**config.mk**
```make
export PLATFORM = sky130hd
export DESIGN_NAME = ina_cmd_scheduler_flat
export DESIGN_NICKNAME = d
export VERILOG_FILES = /design/src/rtl/ina_cmd_scheduler_if.sv /design/src/rtl/ina_cmd_scheduler.sv /design/src/flat_wrapper.sv
export SDC_FILE = /design/constraint.sdc
export NUM_CORES = 1
export LEC_CHECK = 0
export BUFFER_PORTS_ARGS = -buffer_cell sky130_fd_sc_hd__buf_2
export CORE_MARGIN = 2
export CORE_UTILIZATION = 39
export CTS_BUF_LIST = sky130_fd_sc_hd__clkbuf_4
export DETAILED_ROUTE_END_ITERATION = 16
export PLACE_DENSITY_LB_ADDON = 0.1
export SETUP_SLACK_MARGIN = 0.15
export SYNTH_ARGS = -nofsm -noshare
export SYNTH_HDL_FRONTEND = slang
export SYNTH_SLANG_ARGS = --single-unit
```
**constraint.sdc**
```tcl
create_clock -name PCLK -period 1.9 [get_ports PCLK]
set_input_delay 0.19 -clock PCLK [delete_from_list [all_inputs] [get_ports PCLK]]
set_output_delay 0.19 -clock PCLK [all_outputs]
set_load 0.02 [all_outputs]
```
**src/rtl/ina_cmd_scheduler_if.sv**
```systemverilog
// Bundles the UART-receive, I2C-master and result signals of ina_cmd_scheduler.
// slave  : scheduler side (consumes rx/i2c status, drives i2c request + result).
// master : environment side (UART receiver, I2C master, result sink).
interface ina_cmd_scheduler_if;
  logic        rx_valid;   // one-cycle strobe, rx_byte valid
  logic [7:0]  rx_byte;
  logic        i2c_busy;
  logic        i2c_done;   // one-cycle strobe
  logic        i2c_nack;   // valid with i2c_done
  logic [15:0] i2c_rdata;  // valid with i2c_done
  logic        i2c_start;  // one-cycle request
  logic        i2c_rw;     // 1 = read
  logic [6:0]  i2c_addr;
  logic [7:0]  i2c_reg;
  logic [15:0] i2c_wdata;
  logic [23:0] OUT_DATA;
  logic        WEN;        // one-cycle strobe, OUT_DATA valid
  logic        busy;
  logic        ovf;        // one-cycle strobe, frame dropped

  modport slave (
    input  rx_valid, rx_byte, i2c_busy, i2c_done, i2c_nack, i2c_rdata,
    output i2c_start, i2c_rw, i2c_addr, i2c_reg, i2c_wdata, OUT_DATA, WEN, busy, ovf
  );

  modport master (
    output rx_valid, rx_byte, i2c_busy, i2c_done, i2c_nack, i2c_rdata,
    input  i2c_start, i2c_rw, i2c_addr, i2c_reg, i2c_wdata, OUT_DATA, WEN, busy, ovf
  );
endinterface

```
**src/rtl/ina_cmd_scheduler.sv**
```systemverilog
// Purpose: assembles 4-byte UART frames (SYNC, CMD, DH, DL) and periodic polls into INA220 I2C ops, one OUT_DATA/WEN per op.
// Latency: DL byte -> i2c_start 3 cycles when idle and I2C free; i2c_done -> WEN 1 cycle.
// Backpressure: one-entry command buffer; a frame finishing while it is full is dropped with an ovf pulse; issue stalls on i2c_busy.
// Ports: PCLK, PRESETN (async active-low) plus bus (ina_cmd_scheduler_if.slave): rx_valid/rx_byte in,
//        i2c_busy/done/nack/rdata in, i2c_start/rw/addr/reg/wdata out, OUT_DATA/WEN/busy/ovf out.
module ina_cmd_scheduler #(
  parameter logic [7:0]  SYNC_BYTE    = 8'h0B,
  parameter logic [6:0]  DEV_BASE     = 7'h40,
  parameter int unsigned POLL_CYCLES  = 50000000,
  parameter logic [7:0]  POLL_CMD     = 8'h82,
  parameter int unsigned BYTE_TIMEOUT = 104166,
  parameter int unsigned I2C_TIMEOUT  = 250000
) (
  input  logic               PCLK,
  input  logic               PRESETN,
  ina_cmd_scheduler_if.slave bus
);

  localparam int BTW = $clog2(BYTE_TIMEOUT + 1);
  localparam int ITW = $clog2(I2C_TIMEOUT + 1);
  localparam int PCW = (POLL_CYCLES > 1) ? $clog2(POLL_CYCLES) : 1;

  typedef struct packed {
    logic [7:0] cmd;
    logic [7:0] dh;
    logic [7:0] dl;
  } cmd_word_t;

  typedef enum logic [1:0] {F_SYNC, F_CMD, F_DH, F_DL} frame_e;
  typedef enum logic [1:0] {EX_IDLE, EX_ISSUE, EX_WAIT, EX_REPORT} ex_e;

  // Frame assembler
  frame_e           frame_q, frame_d;
  logic [BTW-1:0]   btmo_q, btmo_d;
  logic [7:0]       asm_cmd_q, asm_cmd_d;
  logic [7:0]       asm_dh_q, asm_dh_d;
  cmd_word_t        buf_q, buf_d;
  logic             cmd_pending_q, cmd_pending_d;
  logic             ovf_q, ovf_d;
  // Poll timer
  logic [PCW-1:0]   poll_cnt_q, poll_cnt_d;
  logic             poll_pending_q, poll_pending_d;
  logic             poll_tick;
  // Executor
  ex_e              ex_q, ex_d;
  cmd_word_t        op_q, op_d;
  cmd_word_t        sel;
  logic [6:0]       addr_q, addr_d;
  logic             start_q, start_d;
  logic             wen_q, wen_d;
  logic [23:0]      out_q, out_d;
  logic [ITW-1:0]   itmo_q, itmo_d;
  logic             cmd_take, poll_take;

  // ---------------- frame FSM ----------------
  always_comb begin
    frame_d       = frame_q;
    asm_cmd_d     = asm_cmd_q;
    asm_dh_d      = asm_dh_q;
    buf_d         = buf_q;
    cmd_pending_d = cmd_pending_q & ~cmd_take;
    ovf_d         = 1'b0;
    btmo_d        = (frame_q == F_SYNC) ? '0 : btmo_q + 1'b1;
    if (bus.rx_valid) begin
      btmo_d = '0;
      case (frame_q)
        F_SYNC: if (bus.rx_byte == SYNC_BYTE) frame_d = F_CMD;
        F_CMD: begin
          asm_cmd_d = bus.rx_byte;
          frame_d   = F_DH;
        end
        F_DH: begin
          asm_dh_d = bus.rx_byte;
          frame_d  = F_DL;
        end
        default: begin
          frame_d = F_SYNC;
          // The executor emptying the buffer this very cycle frees the slot.
          if (!cmd_pending_q || cmd_take) begin
            buf_d         = {asm_cmd_q, asm_dh_q, bus.rx_byte};
            cmd_pending_d = 1'b1;
          end else begin
            ovf_d = 1'b1;
          end
        end
      endcase
    end else if (frame_q != F_SYNC && btmo_q == BTW'(BYTE_TIMEOUT - 1)) begin
      frame_d = F_SYNC;
    end
  end

  // ---------------- poll timer ----------------
  // A tick while a poll is still pending merges into it.
  always_comb begin
    poll_tick      = (POLL_CYCLES != 0) && (poll_cnt_q == PCW'(POLL_CYCLES - 1));
    poll_cnt_d     = (POLL_CYCLES == 0 || poll_tick) ? '0 : poll_cnt_q + 1'b1;
    poll_pending_d = (poll_pending_q & ~poll_take) | poll_tick;
  end

  // ---------------- executor FSM ----------------
  always_comb begin
    ex_d      = ex_q;
    op_d      = op_q;
    addr_d    = addr_q;
    start_d   = 1'b0;
    wen_d     = 1'b0;
    out_d     = out_q;
    itmo_d    = itmo_q;
    cmd_take  = 1'b0;
    poll_take = 1'b0;
    sel       = cmd_pending_q ? buf_q : {POLL_CMD, 16'h0000};
    case (ex_q)
      EX_IDLE: begin
        if (cmd_pending_q || poll_pending_q) begin
          cmd_take  = cmd_pending_q;
          poll_take = ~cmd_pending_q;
          op_d      = sel;
          addr_d    = DEV_BASE + {4'b0000, sel.cmd[6:4]};
          ex_d      = EX_ISSUE;
        end
      end
      EX_ISSUE: begin
        if (!bus.i2c_busy) begin
          start_d = 1'b1;
          itmo_d  = '0;
          ex_d    = EX_WAIT;
        end
      end
      EX_WAIT: begin
        itmo_d = itmo_q + 1'b1;
        if (bus.i2c_done) begin
          wen_d = 1'b1;
          ex_d  = EX_REPORT;
          if (bus.i2c_nack)     out_d = {8'hFF, op_q.cmd, 8'h00};
          else if (op_q.cmd[7]) out_d = {op_q.cmd, bus.i2c_rdata};
          else                  out_d = op_q;
        end else if (itmo_q == ITW'(I2C_TIMEOUT - 1)) begin
          wen_d = 1'b1;
          ex_d  = EX_REPORT;
          out_d = {8'hFE, op_q.cmd, 8'h00};
        end
      end
      default: ex_d = EX_IDLE;  // EX_REPORT: WEN is high for this one cycle
    endcase
  end

  always_ff @(posedge PCLK or negedge PRESETN) begin
    if (!PRESETN) begin
      frame_q        <= F_SYNC;
      btmo_q         <= '0;
      asm_cmd_q      <= '0;
      asm_dh_q       <= '0;
      buf_q          <= '0;
      cmd_pending_q  <= 1'b0;
      ovf_q          <= 1'b0;
      poll_cnt_q     <= '0;
      poll_pending_q <= 1'b0;
      ex_q           <= EX_IDLE;
      op_q           <= '0;
      addr_q         <= '0;
      start_q        <= 1'b0;
      wen_q          <= 1'b0;
      out_q          <= '0;
      itmo_q         <= '0;
    end else begin
      frame_q        <= frame_d;
      btmo_q         <= btmo_d;
      asm_cmd_q      <= asm_cmd_d;
      asm_dh_q       <= asm_dh_d;
      buf_q          <= buf_d;
      cmd_pending_q  <= cmd_pending_d;
      ovf_q          <= ovf_d;
      poll_cnt_q     <= poll_cnt_d;
      poll_pending_q <= poll_pending_d;
      ex_q           <= ex_d;
      op_q           <= op_d;
      addr_q         <= addr_d;
      start_q        <= start_d;
      wen_q          <= wen_d;
      out_q          <= out_d;
      itmo_q         <= itmo_d;
    end
  end

  assign bus.i2c_start = start_q;
  assign bus.i2c_rw    = op_q.cmd[7];
  assign bus.i2c_addr  = addr_q;
  assign bus.i2c_reg   = {4'h0, op_q.cmd[3:0]};
  assign bus.i2c_wdata = {op_q.dh, op_q.dl};
  assign bus.OUT_DATA  = out_q;
  assign bus.WEN       = wen_q;
  assign bus.busy      = (ex_q != EX_IDLE);
  assign bus.ovf       = ovf_q;

endmodule

```
**src/flat_wrapper.sv**
```systemverilog
// flat-port wrapper written by rule: the top's interface ports become plain ports
module ina_cmd_scheduler_flat 
#(
  parameter logic [7:0]  SYNC_BYTE    = 8'h0B,
  parameter logic [6:0]  DEV_BASE     = 7'h40,
  parameter int unsigned POLL_CYCLES  = 50000000,
  parameter logic [7:0]  POLL_CMD     = 8'h82,
  parameter int unsigned BYTE_TIMEOUT = 104166,
  parameter int unsigned I2C_TIMEOUT  = 250000
)
  (PCLK, PRESETN, bus_rx_valid, bus_rx_byte, bus_i2c_busy, bus_i2c_done, bus_i2c_nack, bus_i2c_rdata, bus_i2c_start, bus_i2c_rw, bus_i2c_addr, bus_i2c_reg, bus_i2c_wdata, bus_OUT_DATA, bus_WEN, bus_busy, bus_ovf);
  ina_cmd_scheduler_if bus_i ();
  input  logic PCLK;
  input  logic PRESETN;
  input wire logic [$bits(bus_i.rx_valid)-1:0] bus_rx_valid;
  input wire logic [$bits(bus_i.rx_byte)-1:0] bus_rx_byte;
  input wire logic [$bits(bus_i.i2c_busy)-1:0] bus_i2c_busy;
  input wire logic [$bits(bus_i.i2c_done)-1:0] bus_i2c_done;
  input wire logic [$bits(bus_i.i2c_nack)-1:0] bus_i2c_nack;
  input wire logic [$bits(bus_i.i2c_rdata)-1:0] bus_i2c_rdata;
  output wire logic [$bits(bus_i.i2c_start)-1:0] bus_i2c_start;
  output wire logic [$bits(bus_i.i2c_rw)-1:0] bus_i2c_rw;
  output wire logic [$bits(bus_i.i2c_addr)-1:0] bus_i2c_addr;
  output wire logic [$bits(bus_i.i2c_reg)-1:0] bus_i2c_reg;
  output wire logic [$bits(bus_i.i2c_wdata)-1:0] bus_i2c_wdata;
  output wire logic [$bits(bus_i.OUT_DATA)-1:0] bus_OUT_DATA;
  output wire logic [$bits(bus_i.WEN)-1:0] bus_WEN;
  output wire logic [$bits(bus_i.busy)-1:0] bus_busy;
  output wire logic [$bits(bus_i.ovf)-1:0] bus_ovf;
  assign bus_i.rx_valid = bus_rx_valid;
  assign bus_i.rx_byte = bus_rx_byte;
  assign bus_i.i2c_busy = bus_i2c_busy;
  assign bus_i.i2c_done = bus_i2c_done;
  assign bus_i.i2c_nack = bus_i2c_nack;
  assign bus_i.i2c_rdata = bus_i2c_rdata;
  assign bus_i2c_start = bus_i.i2c_start;
  assign bus_i2c_rw = bus_i.i2c_rw;
  assign bus_i2c_addr = bus_i.i2c_addr;
  assign bus_i2c_reg = bus_i.i2c_reg;
  assign bus_i2c_wdata = bus_i.i2c_wdata;
  assign bus_OUT_DATA = bus_i.OUT_DATA;
  assign bus_WEN = bus_i.WEN;
  assign bus_busy = bus_i.busy;
  assign bus_ovf = bus_i.ovf;
  ina_cmd_scheduler #(.SYNC_BYTE(SYNC_BYTE), .DEV_BASE(DEV_BASE), .POLL_CYCLES(POLL_CYCLES), .POLL_CMD(POLL_CMD), .BYTE_TIMEOUT(BYTE_TIMEOUT), .I2C_TIMEOUT(I2C_TIMEOUT)) u_core (.PCLK(PCLK), .PRESETN(PRESETN), .bus(bus_i));
endmodule
```
==> results, run 1 <==
- After clock tree synthesis, the clock-pin slew on the worst setup and hold paths is 140 ps.
- The total power per unit cell area is 1200 nW/um^2.
- The worst-case setup slack after placement is -209 ps.
- The commonest cells after synthesis are dfrtp_1, nor2_1, mux2_2, a21oi_1.
- The H-tree was split into 4 levels.
- In the post-route analysis, the smallest setup slack over all paths is -99.1 ps.
- In this run, synthesis inferred 0 flip-flops with an integrated enable.
- At the end of the flow, the number of nets in the layout was 864.
- Total power for the finished layout comes to 11.4 mW.
- The cell area after technology mapping is 7320 sq um.
- In this run, the number of DRC markers left after iteration 0 of detailed routing was 277.
- The run finished, with violations left.
- Dividing the final minimum period by the clock period gives 1.05.
- The cell accounting for the most synthesized area is dfrtp_1.
- The final standard cell area without fillers is 9490 sq um.
- The horizontal die dimension is 141 um.
- The smallest hold slack is 61.7 ps.
- The later pin in the worst-skew pair is clocked with a latency of 560 ps.
- The library cell contributing the largest single delay on the critical path is or4_4.
- The sequential fraction of design power is 0.436.
- The setup path with the least slack is of type register to register.
- The vertical extent of the die is 141 um.
- The first detailed-routing pass took 4 iterations.
- Measured on the finished design, the core utilization comes to 0.511.
- Timing would allow up to 0.500 GHz.
- Synthesis instantiated 52 different standard cells from the library.
- The final count of pins violating max slew is 0.
- The cell repeated most along the worst path is or4_4.
- Of the post-synthesis cell area, the dominant cell type holds 0.543.
- The largest fanout on the critical path is 8.
- STA classifies the critical path endpoint as a register.
- The via count of the first global-routing pass is 5,435.
- The share of the Yosys chip area taken by registers is 0.543.
- The number of instances in the placed design is 987.
- The number of flip-flops in the largest register is 26.
- The post-DP HPWL is 11,600 um.
- The clock net in this run drives a total of 159 sinks.
- The summed negative setup slack over all endpoints is -1330 ps.
- The worst min-delay path class is input pin to register.
- Routability-driven placement finished with a final weighted congestion of 0.832.
- The die covers 19,900 sq um.
- Internal power comes to 7.29 mW.
- The total CTS buffers is 17.
- The worst clock skew on the final layout is 19.1 ps.
- The required time at the endpoint of the critical path is 2410 ps.
- Of the total power, the share spent switching nets is 0.360.
- The global route total overflow is 0.
- The post-route non-filler standard cell count is 1,071.
- Detailed routing inserted a total of 5,442 vias.
- The initial antenna violation count is 1.
- Of the cells placed in the final design, the portion with a size suffix greater than 1 is 0.353.
- The cell area after placement is 8390 sq um.
- Max-cap violations in this run came to 0.
- The wire length of the first global-routing pass is 28,000 um.
- The total wirelength of the detailed-routed design is 17,400 um.
- On the worst path, the slowest cell contributes a delay of 590 ps.
- The leakage power of the design is 4.38 nW.
- The area growth from synthesis to layout is 29.5%.
- The checks that failed: negative setup slack.
- The count of buffers added on input and output ports is 82.
- The DRC violation count after routing is 0.
- The largest register by flop count is u_core.poll_cnt_q.
- The synthesis-stage register bit count is 159.
- The Yosys step of the flow raised 0 warnings.
- The minimum clock period is 2000 ps.
- Among all flip-flop cells after synthesis, the most frequent one is dfrtp_1.
- For this design the top-level I/O count stands at 90.
- Of all flip-flops after synthesis, the portion carrying an async set or reset was 1.00.
- Entering global routing, the biggest net connects 55 pins.
- The core footprint is 18,600 sq um.
- The library cell used as clock root buffer is clkbuf_4.
- The critical path data arrival time is 2510 ps.
- TritonCTS built the clock tree.
- The mean instance size in the synthesized netlist is 11.3 sq um.
- The mean routed wirelength per cell is 16.2 um.
- The synthesized instance count is 648.
- The count of final hold-check violations is 0.
- Yosys attributes the largest share of cell area to dfrtp_1, mux2_2, mux2i_1.
- The maximum vdd ir drop is 0.000400 V.
- For this configuration, the core starts out at a cell density of 0.394.
- Summed over all nets, the switching power comes to 4.10 mW.
- The signal on the critical path passes through ha_4, and2_4, or4_4, or4_4, a21oi_2.
- The maximum count of clock buffers along a single path is 2.
- The worst setup path is launched from a register.
- Setup repair after global routing could not meet its margin everywhere.
- The placement row count is 50.
- Setup violations remaining at the end of the flow were counted as 32.
- In this run the remaining antenna-violating nets after routing total 0.
- The average vias per placed instance is 5.08.
- The share of total power dissipated in combinational logic is 0.386.
- The total routing resource utilization after global routing is 0.176.
- The most used standard cell by instance count after synthesis is dfrtp_1.
- Of the total power, the clock network draws 0.177.
==> kinds of logic (layout without fill, tap and decap cells) <==
family          Yosys count  in the layout  synth area share
other cells               1              8          0.000512
fa+ha+maj                11             11            0.0188
mux                      83             83             0.122
xor+xnor                 31             31            0.0371
compound gates           97             97            0.0870
buf+inv                  64            245            0.0431
simple gates            202            203             0.148
flops                   159            159             0.543
==> final cells by class <==
type	count	area, sq um
multi-input combinational	432	3390
antenna	1	2.50
timing repair buffer	184	1430
tap	234	293
clock inverter	14	144
inverter	29	111
sequential	159	3980
fill	1656	9090
clock buffer	18	135
==> worst paths after layout <==
check                                                      end  cells after the start  slack (ps)                               start
max in group asynchronous       u_core.poll_cnt_q[7]$_DFF_PN0_                      3        1160                             PRESETN
hold / removal             u_core.bus.OUT_DATA[13]$_DFFE_PN0P_                      5          60                   bus_i2c_rdata[13]
setup reg to reg                 u_core.itmo_q[16]$_DFFE_PN0P_                      5        -100          u_core.ex_q[0]$_DFFE_PN0P_
min in group asynchronous  u_core.bus.OUT_DATA[10]$_DFFE_PN0P_                      2          90                             PRESETN
setup / recovery                 u_core.itmo_q[16]$_DFFE_PN0P_                      5        -100          u_core.ex_q[0]$_DFFE_PN0P_
hold reg to reg             u_core.bus.i2c_addr[6]$_DFFE_PN0P_                      1         480  u_core.bus.i2c_addr[6]$_DFFE_PN0P_
==> routing by layer <==
metal  GRT usage  vias up  routed length, um
met5           0        -                  0
li1            -     2651                  -
met4      0.0468        0                184
met3      0.0397       17                502
met2       0.283       82               8310
met1       0.243     2692               8390
==> power by group through the flow <==
stage / Clock [mW] / Sequential, mW / Combinational [mW]
2_1_floorplan: 0 / 5.24 / 2.05
3_3_place_gp: 0 / 4.97 / 3.67
3_5_place_dp: 0 / 5.01 / 3.77
4_1_cts: 2.10 / 4.94 / 4.04
5_1_grt: 2.24 / 5.09 / 4.77
6_report: 2.02 / 4.97 / 4.40
==> critical path: cells and delay by family, from the launching register on <==
kind / cells / cell delay [ps]
DFF: 1 / 450
and+or+nand+nor: 3 / 1200
adders and majority gates: 1 / 180
AOI/OAI and AO/OA: 1 / 120
==> cell usage in the layout, fill, tap and decap left out, types with 22 or more instances in the layout <==
cell	netlist	layout
nand2_1	32	32
dfrtp_1	159	159
mux2_4	0	22
mux2_2	46	29
nand3_1	22	22
a21oi_1	33	24
nor2_1	54	53
buf_2	6	80
buf_4	8	62
mux2i_1	32	31
inv_1	29	26
==> repair_timing <==
action                                  in CTS  in global routing
hold buffers                                21                  0
endpoints found under the hold margin      198                  0
endpoints found under the setup margin      59                 76
cloned                                       3                  2
pin swaps                                   15                 13
gates resized for setup                     21                 60
setup buffers                               11                 14
No activity file was read; power rests on OpenSTA's default activity.
==> run 2: changes to the inputs <==
CORE_UTILIZATION = 42   (was 39)
==> run 2 against run 1 <==
Effect of this change:
- the run still ends with negative setup slack left
- count of clock-buffer cells in the layout up 2
- routed wire length down 2.9%
- sequential cell count unchanged
- register-to-register slack about the same
- total power up 1.5%
==> results, run 2 (synthesis results as in run 1) <==
- The clock edge transition at the registers on the reported setup and hold paths is 140 ps (about the same).
- The relative contribution of combinational cells to total power is 0.388 (+0.002).
- The fraction of layout instances using a drive strength above 1 is 0.354 (+0.000994).
- The maximum single-stage delay on the critical path came to 570 ps (-20 ps).
- The number of instances in the placed design is 979 (-0.81%).
- The count of final hold-check violations is 0 (unchanged).
- The worst setup path is captured at a register.
- The count of cells along the worst register-to-register path is 7 (+2).
- The critical path data arrival time is 2480 ps (-30 ps).
- The total routing resource utilization after global routing was 0.185 (+0.00837).
- The horizontal die dimension is 136 um (-3.5%).
- The proportion of power drawn by the clock network came to 0.183 (+0.006).
- STA classifies the critical path startpoint as a register.
- The fraction of power spent switching nets is 0.348 (-0.0117).
- The largest register by flop count is u_core.poll_cnt_q.
- The startpoint of the worst register-to-register path is u_core.ex_q[1]$_DFFE_PN0P_.
- The most common cell after layout, fill and taps aside is dfrtp_1.
- The post-route non-filler standard cell count is 1,054 (-1.6%).
- The level count of the clock H-tree is 4 (unchanged).
- The synthesis-to-layout area growth is 28.5%.
- The source-to-sink clock delay at the later pin of the worst-skew pair came to 540 ps (-20 ps).
- The total power per unit cell area is 1230 nW/um^2 (+2.3%).
- Setup repair after global routing could not meet its margin everywhere.
- The count of fill cells added during filler insertion was 1,521 (-8.2%).
- The library cell contributing the largest single delay on the critical path is or4_4.
- The number of flip-flops in the largest register was 26 (unchanged).
- The leakage power of the design is 4.37 nW (-0.23%).
- The worst clock skew on the final layout is 23.9 ps (+4.81 ps).
- In this run the worst hold path is classified as input pin to register.
- The average vias per placed instance is 5.22 (+2.7%).
- The number of primary I/O pins is 90 (unchanged).
- The area taken by multi-input logic gates is 3400 sq um (+0.22%).
- The cell repeated most along the worst path is or4_4.
- Broken down by cell family, the worst path's largest delay share belongs to simple AND/OR/NAND/NOR gates.
- The final worst slack is -95.9 ps (+3.25 ps).
- The TritonCTS clock tree is built.
- The wire length of the first global-routing pass is 27,100 um (-3.3%).
- The routability congestion estimate from global placement is 0.821 (-1.3%).
- The floorplan die area is 18,500 sq um (-6.9%).
- The core footprint is 17,200 sq um (-7.6%).
- The worst setup path is of the register to register kind.
- The count of nets after finishing came to 856 (-0.93%).
- The first-pass detailed-route iteration total is 4 (unchanged).
- The overall via count from detail_route came to 5,500 (+1.1%).
- The vertical extent of the die is 136 um (-3.5%).
- The remaining number of nets flagged by the antenna check after routing is 0 (unchanged).
- The DRC violation count after routing came to 0 (unchanged).
- The mean routed wirelength per cell is 16.0 um (-1.3%).
- The total wirelength of the detailed-routed design is 16,900 um (-2.9%).
- The pin count of the biggest net entering global routing is 58 (+5.5%).
- The number of setup violations in the final report is 23 (-28%).
- The number of buffer cells added on primary ports is 82 (unchanged).
- The terminus of the critical flop-to-flop path is u_core.itmo_q[16]$_DFFE_PN0P_.
- The via count of the first global-routing pass is 5,341 (-1.7%).
- The total internal power was 7.53 mW (+3.3%).
- The minimum clock period came to 2000 ps (-3.25 ps).
- The share of the cycle needed by the critical path after routing was 1.05 (-0.00171).
- The run finished, with violations left.
- The global route total overflow was 0 (unchanged).
- The required time at the endpoint of the critical path is 2380 ps (-30 ps).
- The maximum count of clock buffers along a single path is 2 (unchanged).
- The area taken by flip-flops and latches came to 3980 sq um (about the same).
- The post-DP HPWL is 11,400 um (-1.8%).
- In this run the clock root is driven by a clkbuf_4.
- The initial standard-cell utilization of the core is 0.426 (+0.0322).
- The placement row count was 48 (-4.0%).
- The checks that failed: negative setup slack.
- The top cell types in the final layout, fill and taps aside, are dfrtp_1, buf_2, buf_4, nor2_1, mux2_4.
- The sink of the worst hold path is u_core.bus.OUT_DATA[6]$_DFFE_PN0P_.
- The summed negative setup slack over all endpoints was -677 ps (+654 ps).
- The signal on the critical path passes through buf_4, buf_6, ha_4, nor2_4, or4_4, or4_4, a21oi_2.
- The max-capacitance violation count came to 0 (unchanged).
- The largest fanout on the critical path was 7 (-1).
- The slack of the worst reg-to-reg path is -100 ps (about the same).
- The maximum operating frequency is 0.501 GHz (+0.16%).
- The worst hold path stage count was 4 (-1).
- The hold path startpoint is bus_i2c_rdata[6].
- The final count of pins violating max slew is 0 (unchanged).
- The maximum vdd ir drop is 0.000608 V (+52%).
- The violation count after the first detailed-routing iteration is 221 (-20%).
- The total CTS buffers is 17 (unchanged).
- The sequential fraction of design power is 0.429 (-0.007).
- The initial antenna violation count was 1 (unchanged).
- The net switching power figure is 4.02 mW (-1.9%).
- The clock sink count is 159 (unchanged).
- The sum of buffers and inverters on the critical path is 2 (+2).
- The smallest hold slack is 51.6 ps (-10.1 ps).
-- run 2: changes by cell type in the layout (fill, tap and decap cells not counted), sizes merged --
cell / change
clkinvlp: -2
dlygate4sd3: -5
inv: -1
clkbuf: +2
or4: -1
bufinv: +1
buf: -2
-- run 2: worst min-delay path, stage by stage --
cell	delay (ps)
buf_2	90
mux2i_1	60
nor2_1	80
mux2_4	140
-- run 2: what timing repair did --
item	in CTS	in global routing
endpoints found under the setup margin	64	80
setup buffers	11	11
gates cloned	2	2
pin swaps	8	17
endpoints found under the hold margin	193	0
resized for setup	31	61
hold buffers	16	0
-- run 2: through the flow --
| stage | setup WS, ps | total power [mW] | util | cell area, sq um |
|---|---|---|---|---|
| global route | -134 | 12.2 | 0.548 | 9410 |
| floorplan | -127 | 7.29 | - | 7430 |
| CTS | -60.0 | 11.2 | 0.530 | 9100 |
| finish | -95.9 | 11.6 | 0.548 | 9410 |
| detailed placement | -199 | 8.73 | 0.488 | 8380 |
| global placement | -99.8 | 8.58 | 0.488 | 8380 |
-- run 2: layout make-up --
class	count	share of cell area
sequential	159	0.423
multi-input combinational	431	0.361
timing repair buffer	177	0.142
tap	225	0.0299
clock buffer	20	0.0160
clock inverter	12	0.0153
inverter	29	0.0118
antenna	1	0.000266
-- run 2: worst max path at each step --
stage	startpoint	endpoint	slack (ps)	cells after the start
after floorplan	u_core.itmo_q[6]$_DFFE_PN0P_	u_core.bus.OUT_DATA[15]$_DFFE_PN0P_	-130	5
after global placement	u_core.ex_q[0]$_DFFE_PN0P_	u_core.itmo_q[16]$_DFFE_PN0P_	-100	5
after detailed placement	u_core.ex_q[0]$_DFFE_PN0P_	u_core.itmo_q[16]$_DFFE_PN0P_	-200	5
after CTS	u_core.ex_q[0]$_DFFE_PN0P_	u_core.itmo_q[16]$_DFFE_PN0P_	-60	5
after global routing	u_core.ex_q[1]$_DFFE_PN0P_	u_core.itmo_q[17]$_DFFE_PN0P_	-130	7
final	u_core.ex_q[1]$_DFFE_PN0P_	u_core.itmo_q[16]$_DFFE_PN0P_	-100	7
-- run 2: per-layer routing --
layer	global-route usage	routed length, um	vias up
met1	0.262	8280	2713
li1	-	-	2657
met3	0.0444	636	21
met4	0.0538	276	0
met2	0.283	7690	109
met5	0	0	-
-- run 2: power by group through the flow --
stage / Combinational [mW] / Clock, mW / Sequential (mW)
after floorplan: 2.05 / 0 / 5.24
after global placement: 3.64 / 0 / 4.94
after detailed placement: 3.74 / 0 / 4.99
after CTS: 4.12 / 2.19 / 4.92
after global routing: 4.84 / 2.32 / 5.06
final: 4.48 / 2.12 / 4.95
